### config.mk
export PLATFORM = sky130hd
export DESIGN_NAME = inc_pulse_gen
export DESIGN_NICKNAME = d
export VERILOG_FILES = /design/src/rtl/inc_pulse_pkg.sv /design/src/rtl/sync_2ff.sv /design/src/rtl/inc_pulse_gen.sv
export SDC_FILE = /design/constraint.sdc
export NUM_CORES = 1
export LEC_CHECK = 0
export BUFFER_PORTS_ARGS = -buffer_cell sky130_fd_sc_hd__buf_2
export CORE_MARGIN = 1.5
export CORE_UTILIZATION = 54
export CTS_CLUSTER_DIAMETER = 30
export CTS_CLUSTER_SIZE = 10
export DETAILED_ROUTE_END_ITERATION = 16
export MAX_ROUTING_LAYER = met4
export PLACE_DENSITY = 0.74
export SYNTH_ARGS = -nofsm -noshare
export SYNTH_HDL_FRONTEND = slang
export SYNTH_HIERARCHICAL = 1
export SYNTH_SLANG_ARGS = --single-unit
### constraint.sdc
create_clock -name clk -period 3.19 [get_ports clk]
set_clock_uncertainty 0.15 [all_clocks]
set_input_delay 0.7975 -clock clk [delete_from_list [all_inputs] [get_ports clk]]
set_output_delay 0.7975 -clock clk [all_outputs]
set_load 0.02 [all_outputs]
### src/rtl/inc_pulse_pkg.sv
// Shared types and defaults for the inc_pulse_gen push-button conditioner.
// Optional auto-repeat is selected with the INC_AUTO_REPEAT_EN macro in the top.
package inc_pulse_pkg;

    // Conditioner FSM states, 3-bit encoding
    typedef enum logic [2:0] {
        IDLE        = 3'd0,
        DEB_PRESS   = 3'd1,
        HOLD_DELAY  = 3'd2,
        HOLD_REPEAT = 3'd3,
        DEB_RELEASE = 3'd4
    } inc_state_e;

    // Default timing constants (clk cycles)
    localparam int DEF_DEB_CYCLES   = 16;
    localparam int DEF_REPEAT_DELAY = 64;
    localparam int DEF_REPEAT_RATE  = 16;
    localparam int DEF_CNT_W        = 8;

    // True when every timing value is at least 2 and fits in a w-bit timer
    function automatic bit cfg_ok(input int deb, input int dly, input int rate, input int w);
        longint cap;
        cap = (longint'(1) << w) - 1;
        return (deb >= 2) && (dly >= 2) && (rate >= 2) &&
               (longint'(deb) <= cap) && (longint'(dly) <= cap) && (longint'(rate) <= cap);
    endfunction

endpackage

### src/rtl/sync_2ff.sv
// Generic two-flop synchroniser for raw asynchronous pins (button, up_down_sel, ...).
// Both stages clear asynchronously on reset.
module sync_2ff #(
    parameter int W = 1
) (
    input  logic         clk,
    input  logic         reset,
    input  logic [W-1:0] d,
    output logic [W-1:0] q
);

    logic [W-1:0] meta;

    // Two back-to-back flops; the first may go metastable, the second resolves it
    always_ff @(posedge clk or posedge reset) begin
        if (reset) begin
            meta <= '0;
            q    <= '0;
        end else begin
            meta <= d;
            q    <= meta;
        end
    end

endmodule

### src/rtl/inc_pulse_gen.sv
// Push-button conditioner: synchronises and debounces btn_in, emits one-cycle
// registered inc pulses and exports the debounced level.
// Macro INC_AUTO_REPEAT_EN enables hold-to-repeat (HOLD_REPEAT state, repeating
// output); without it a press yields exactly one inc and repeating is tied 0.
module inc_pulse_gen
    import inc_pulse_pkg::*;
#(
    parameter int DEB_CYCLES   = DEF_DEB_CYCLES,
    parameter int REPEAT_DELAY = DEF_REPEAT_DELAY,
    parameter int REPEAT_RATE  = DEF_REPEAT_RATE,
    parameter int CNT_W        = DEF_CNT_W
) (
    input  logic clk,
    input  logic reset,
    input  logic btn_in,
    output logic inc,
    output logic btn_level,
    output logic repeating
);

    // Illegal timing configurations are rejected at elaboration
    if (!cfg_ok(DEB_CYCLES, REPEAT_DELAY, REPEAT_RATE, CNT_W)) begin : g_bad_cfg
        $error("inc_pulse_gen: timing parameters must be >= 2 and fit in CNT_W bits");
    end

    // Terminal timer values: a phase of N cycles ends when tmr reaches N-1
    localparam logic [CNT_W-1:0] DEB_LAST  = CNT_W'(DEB_CYCLES - 1);
`ifdef INC_AUTO_REPEAT_EN
    localparam logic [CNT_W-1:0] DLY_LAST  = CNT_W'(REPEAT_DELAY - 1);
    localparam logic [CNT_W-1:0] RATE_LAST = CNT_W'(REPEAT_RATE - 1);
`endif

    logic             sync;
    inc_state_e       state;
    inc_state_e       state_nxt;
    logic [CNT_W-1:0] tmr;
    logic             tmr_reload;
    logic             inc_nxt;

    sync_2ff #(.W(1)) u_sync (
        .clk   (clk),
        .reset (reset),
        .d     (btn_in),
        .q     (sync)
    );

    // State register and registered inc pulse
    always_ff @(posedge clk or posedge reset) begin
        if (reset) begin
            state <= IDLE;
            inc   <= 1'b0;
        end else begin
            state <= state_nxt;
            inc   <= inc_nxt;
        end
    end

    // Shared timer: zero on any state change or repeat reload, else saturating count
    always_ff @(posedge clk or posedge reset) begin
        if (reset) begin
            tmr <= '0;
        end else if ((state_nxt != state) || tmr_reload) begin
            tmr <= '0;
        end else if (tmr != '1) begin
            tmr <= tmr + CNT_W'(1);
        end
    end

    // Next-state and pulse decode; a sync change always outranks a timer terminal
    always_comb begin
        state_nxt  = state;
        tmr_reload = 1'b0;
        inc_nxt    = 1'b0;
        case (state)
            IDLE: begin
                if (sync) state_nxt = DEB_PRESS;
            end
            DEB_PRESS: begin
                if (!sync) begin
                    state_nxt = IDLE;
                end else if (tmr == DEB_LAST) begin
                    state_nxt = HOLD_DELAY;
                    inc_nxt   = 1'b1;
                end
            end
            HOLD_DELAY: begin
                if (!sync) begin
                    state_nxt = DEB_RELEASE;
                end
`ifdef INC_AUTO_REPEAT_EN
                else if (tmr == DLY_LAST) begin
                    state_nxt = HOLD_REPEAT;
                    inc_nxt   = 1'b1;
                end
`endif
            end
            HOLD_REPEAT: begin
`ifdef INC_AUTO_REPEAT_EN
                if (!sync) begin
                    state_nxt = DEB_RELEASE;
                end else if (tmr == RATE_LAST) begin
                    inc_nxt    = 1'b1;
                    tmr_reload = 1'b1;
                end
`else
                // Unreachable without auto-repeat; recover to a known state
                state_nxt = IDLE;
`endif
            end
            DEB_RELEASE: begin
                if (sync) begin
                    state_nxt = HOLD_DELAY;
                end else if (tmr == DEB_LAST) begin
                    state_nxt = IDLE;
                end
            end
            default: begin
                state_nxt = IDLE;
            end
        endcase
    end

    // Debounced level is high from accepted press until accepted release
    assign btn_level = (state == HOLD_DELAY) || (state == HOLD_REPEAT) || (state == DEB_RELEASE);

`ifdef INC_AUTO_REPEAT_EN
    assign repeating = (state == HOLD_REPEAT);
`else
    assign repeating = 1'b0;
`endif

endmodule

# Word level (Yosys, flattened, before mapping)
# Cells that the tools add are included.
[totals] register_bits=14 latchBits=0 ramBits=0 rom_bits=0 inputBits=3 output_inout_bits=3 word_cells=29 mem_count=0
[classes] add_sub_neg=1 n_mul=0 div_mod_pow=0 n_lt_le_gt_ge=0 n_eq_ne=7 shift=0 mux=12 bitwise_logic=0 reduce_logical=4
[op_table] op="2-to-1 mux 3 bit" n=6
[op_table] op="2-to-1 mux 8 bit" n=2
[op_table] op="case mux 3 bit (4 select lines)" n=1
[op_table] op="adder 8 x 1 -> 8 bit (second input constant)" n=1
[op_table] op="equality test 8 x 4 -> 1 bit (second input constant)" n=1
[op_table] op="!= test 8 bit (second input constant)" n=1
[op_table] op="equality test 3 x 2 -> 1 bit (second input constant)" n=2
[op_table] op="equality test 3 x 1 -> 1 bit (second input constant)" n=1
[op_table] op="equality test 3 bit (second input constant)" n=1
[op_table] op="logical NOT 3 bit" n=1
[op_table] op="2-to-1 mux 1 bit" n=3
[op_table] op="!= test 3 bit" n=1
[op_table] op="logical OR 1 bit" n=2
[op_table] op="nonzero test 2 bit" n=1

# Depth between registers and ports, before layout
[logic_depth] depth_word=6 mapped_depth=5 depth_no_buf=5

# Hierarchy
# Netlist, hierarchy kept.
[by_module_without_submodules] mod="inc_pulse_gen" n_inst=1 cells_each=71 area_per_inst_um2=678.2 seq_area_each_um2=300.3
[by_module_without_submodules] mod="sync_2ff" n_inst=1 cells_each=3 area_per_inst_um2=53.8 seq_area_each_um2=50.0

# Worst setup path after synthesis
# Ideal clock, no wire load.
[synth_path] path_kind="flip-flop to output port" start="register state[1]" end="output btn_level" arrival_ns=1.057 t_required_ns=2.243 setup_slack_ns=1.185 stages_incl_launch_ff=3 n_path_buf=0 cell_sequence="dfrtp_1 nand2b_1 o21ai_0"
[synth_between] elab_chain_len=3 elab_cells_between_ends=5 cone_classes="eq/ne: 3; reduce/logical: 2"
[synth_rtl] item="start: declaration" line="inc_pulse_gen.sv:34" rtl="inc_state_e state;"
[synth_rtl] item="start signal: assignment" line="inc_pulse_gen.sv:53" rtl="state <= state_nxt;"
[synth_rtl] item="equality test 3 x 2 -> 1 bit" line="inc_pulse_gen.sv:124" rtl="assign btn_level = (state == HOLD_DELAY) || (state == HOLD_REPEAT) || (state == DEB_RELEASE);"
[synth_rtl] item="logical OR 1 bit" line="inc_pulse_gen.sv:124"
[synth_rtl] item="logical OR 1 bit *" line="inc_pulse_gen.sv:124"
[synth_rtl] item="end: declaration" line="inc_pulse_gen.sv:17" rtl="output logic btn_level,"
# Every way passes the cells marked *; elsewhere a longest branch is shown, timed or not.

# Final worst setup path
# Ends and elaborated chain as after synthesis.

==> impl_metrics.yaml <==
cts:
  cts-htree-levels: 1
  cts_made_buffers: 3
  cts_resized: 0
  cts_tree: "done"
  clock_latency_ps: 270
  clk_pin_slew_ps: 70
  numClockSinks: 14
  cts_buffer_depth: 2
  hold_buffers: 0
  post-cts-setup-buffers: 0
  cts_root_buf: "clkbuf_4"
detailed_routing:
  drt-met1-wl_um: 576
  wl_per_cell_um: 13.8
  drt-total-wl_um: 1270
  top_layer: "met4"
  drc: 0
  firstDrtPassIters: 4
  dr_wl_met2_um: 620
  ant_nets: 0
  drt_iter0_drc: 7
  via_count: 545
  viasPerCell: 5.92
  route.met3.wl_um: 51
synthesis:
  synth-seq-cells: 14
  syn_area_per_cell_um2: 9.89
  synth-edff-count: 0
  syn_area_um2: 732
  synthCells: 74
  synth_area_leaders: "dfrtp_1 48%, a2bb2oi_4 3.6%, nor2_1 3.6%, xnor2_1 3.6%, a31oi_1 3.4%"
  yosysSeqAreaShare: 0.479
  synth_top_flop_cell: "dfrtp_1"
  synth_top_cell_area_share: 0.479
  synth_nets: 78
  ys_warn_count: 6
  synth_top_area_cell: "dfrtp_1"
  ys_async_sr_fraction: 1.00
  ys_types: 30
cells_and_area:
  diodes: 0
  finish.instance_area_um2: 766
  final_net_count: 83
  drive_gt1_frac: 0.143
  areaGrowthSynthToFinish_pct: 4.62
  finish.utilization: 0.596
  stdcell_count: 92
timing:
  slew_violations: 0
  period_share: 0.675
  rsz0062_at_grt: "no"
  period_minus_slack_ps: 2150
  hold_violations: 0
  max_freq_mhz: 464
  fin_setup_tns_ps: 0
  setup_viol: 0
  setup_ws_ps: 1040
  whs_ps: 204
critical_path:
  arrival_ps: 1210
  cp-end-kind: "output pin"
  rrSetupSlack_ps: 1300
  crit_fanout: 7
  startpoint: "state[1]$_DFF_PP0_"
  cp.required_ps: 2240
  crit_path_start_kind: "register"
  reg2reg_depth: 5
  r2r-end: "tmr[3]$_DFFE_PP0P_"
  critical_path_class: "register to output pin"
  r2r-start: "tmr[0]$_DFFE_PP0P_"
power:
  p_seq_frac: 0.608
  leakagePower_nw: 0.346
  p_total_mw: 0.330
  p_per_area_nw_per_um2: 431
  switchingPower_mw: 0.0858
  intPower_mw: 0.244
  p_comb_frac: 0.103
  p_clk_frac: 0.289
  ir_drop_v: 0.000201
  swShare: 0.260
placed_design:
  io_buffers: 4
  place_hpwl_um: 902
  dpl_cell_area_um2: 743
  place_ws_ps: 1320
  dp.cells: 89
  place_congestion: 0.746
worst_hold_path:
  hp-start: "u_sync/meta$_DFF_PP0_"
  whs_endpoint: "u_sync/q$_DFF_PP0_"
  min_path_cells: 0
  hold_class: "register to register"
die:
  placementRows: 13
  dieArea_um2: 1590
  design.core.area_um2: 1280
  io_pins: 6
  die_width_um: 39.8
  dieHeight_um: 39.8
  start_util: 0.570
run_status:
  status: "completed"
global_routing:
  grt_pass1_vias: 459
  grt_max_degree: 13
  antenna_found_initial: 0
  grt_pass1_wl_um: 2000
  grt_util_all_layers: 0.205
  grt_overflow: 0
job:
  cap_violations: 0
## layer usage
metal | track usage | up-vias
met5 | - | -
met3 | 0.0511 | 2
li1 | - | 269
met4 | 0.129 | 0
met1 | 0.243 | 258
met2 | 0.307 | 16
## flip-flops by register name (all words and copies together), names as in the netlist
signal,cells
u_sync/q,1
inc,1
tmr,8
state,3
u_sync/meta,1
## logic make-up (layout without fill, tap and decap cells)
logic type                 count (synthesis)  after routing  synth area share
other                                      1              1           0.00512
buffers and inverters                      9             12            0.0632
muxes                                      1              1            0.0137
and+or+nand+nor                           29             29             0.222
AOI/OAI and AO/OA                         15             15             0.152
DFF                                       14             14             0.479
xor gates and xnor gates                   4              4            0.0479
adders and majority gates                  1              1            0.0171
## synth_stat cells, drive strengths merged (2+ instances only)
master  number
nor3b        2
o21ai        4
inv          5
nor3         5
nand2b       2
buf          3
nand4        3
and3         2
nand2        2
a21oi        3
dfrtp       14
a31oi        4
xnor2        3
nand3        2
nor2         8
## layout by cell type, fill, tap and decap left out, drive strengths merged
| master | instances |
|---|---|
| dfrtp | 14 |
| nor2 | 8 |
| nor3 | 5 |
| inv | 5 |
| a31oi | 4 |
| o21ai | 4 |
| buf | 4 |
| xnor2 | 3 |
| nand4 | 3 |
| a21oi | 3 |
| clkbuf | 3 |
| and3 | 2 |
| nand3 | 2 |
| nor3b | 2 |
| nand2b | 2 |
| nand2 | 2 |
| nor4 | 1 |
| and2 | 1 |
| a2bb2oi | 1 |
| and4 | 1 |
| a211oi | 1 |
| mux2i | 1 |
| a21boi | 1 |
| a311o | 1 |
| xor2 | 1 |
| ha | 1 |
| conb | 1 |
## critical path: stages (launching register included)
cell      delay (ps)
dfrtp_1          450
nand2b_1         180
o21ai_0          130
buf_2            180
## worst max path at each step
stage	endpoint	cells past startpoint
after detailed placement	btn_level	3
final	btn_level	3
after global routing	btn_level	3
after CTS	btn_level	3
after global placement	tmr[2]$_DFFE_PP0P_	5
after floorplan	btn_level	2
## power by group through the flow
stage	combinational, mW	clock [mW]	sequential (mW)
floorplan	0.0288	0	0.200
global placement	0.0318	0	0.203
detailed placement	0.0343	0	0.204
CTS	0.0346	0.100	0.200
global route	0.0390	0.110	0.204
finish	0.0340	0.0954	0.201
## area by class of cell
| type | count | area, um^2 |
|---|---|---|
| fillers | 114 | 519 |
| flip-flops and latches | 14 | 350 |
| multi-input cells | 51 | 335 |
| clock buffers | 3 | 22.5 |
| repair buffers | 4 | 20.0 |
| inverters | 5 | 18.8 |
| well taps | 15 | 18.8 |
Note: power is estimated with default switching activity, not from simulation.
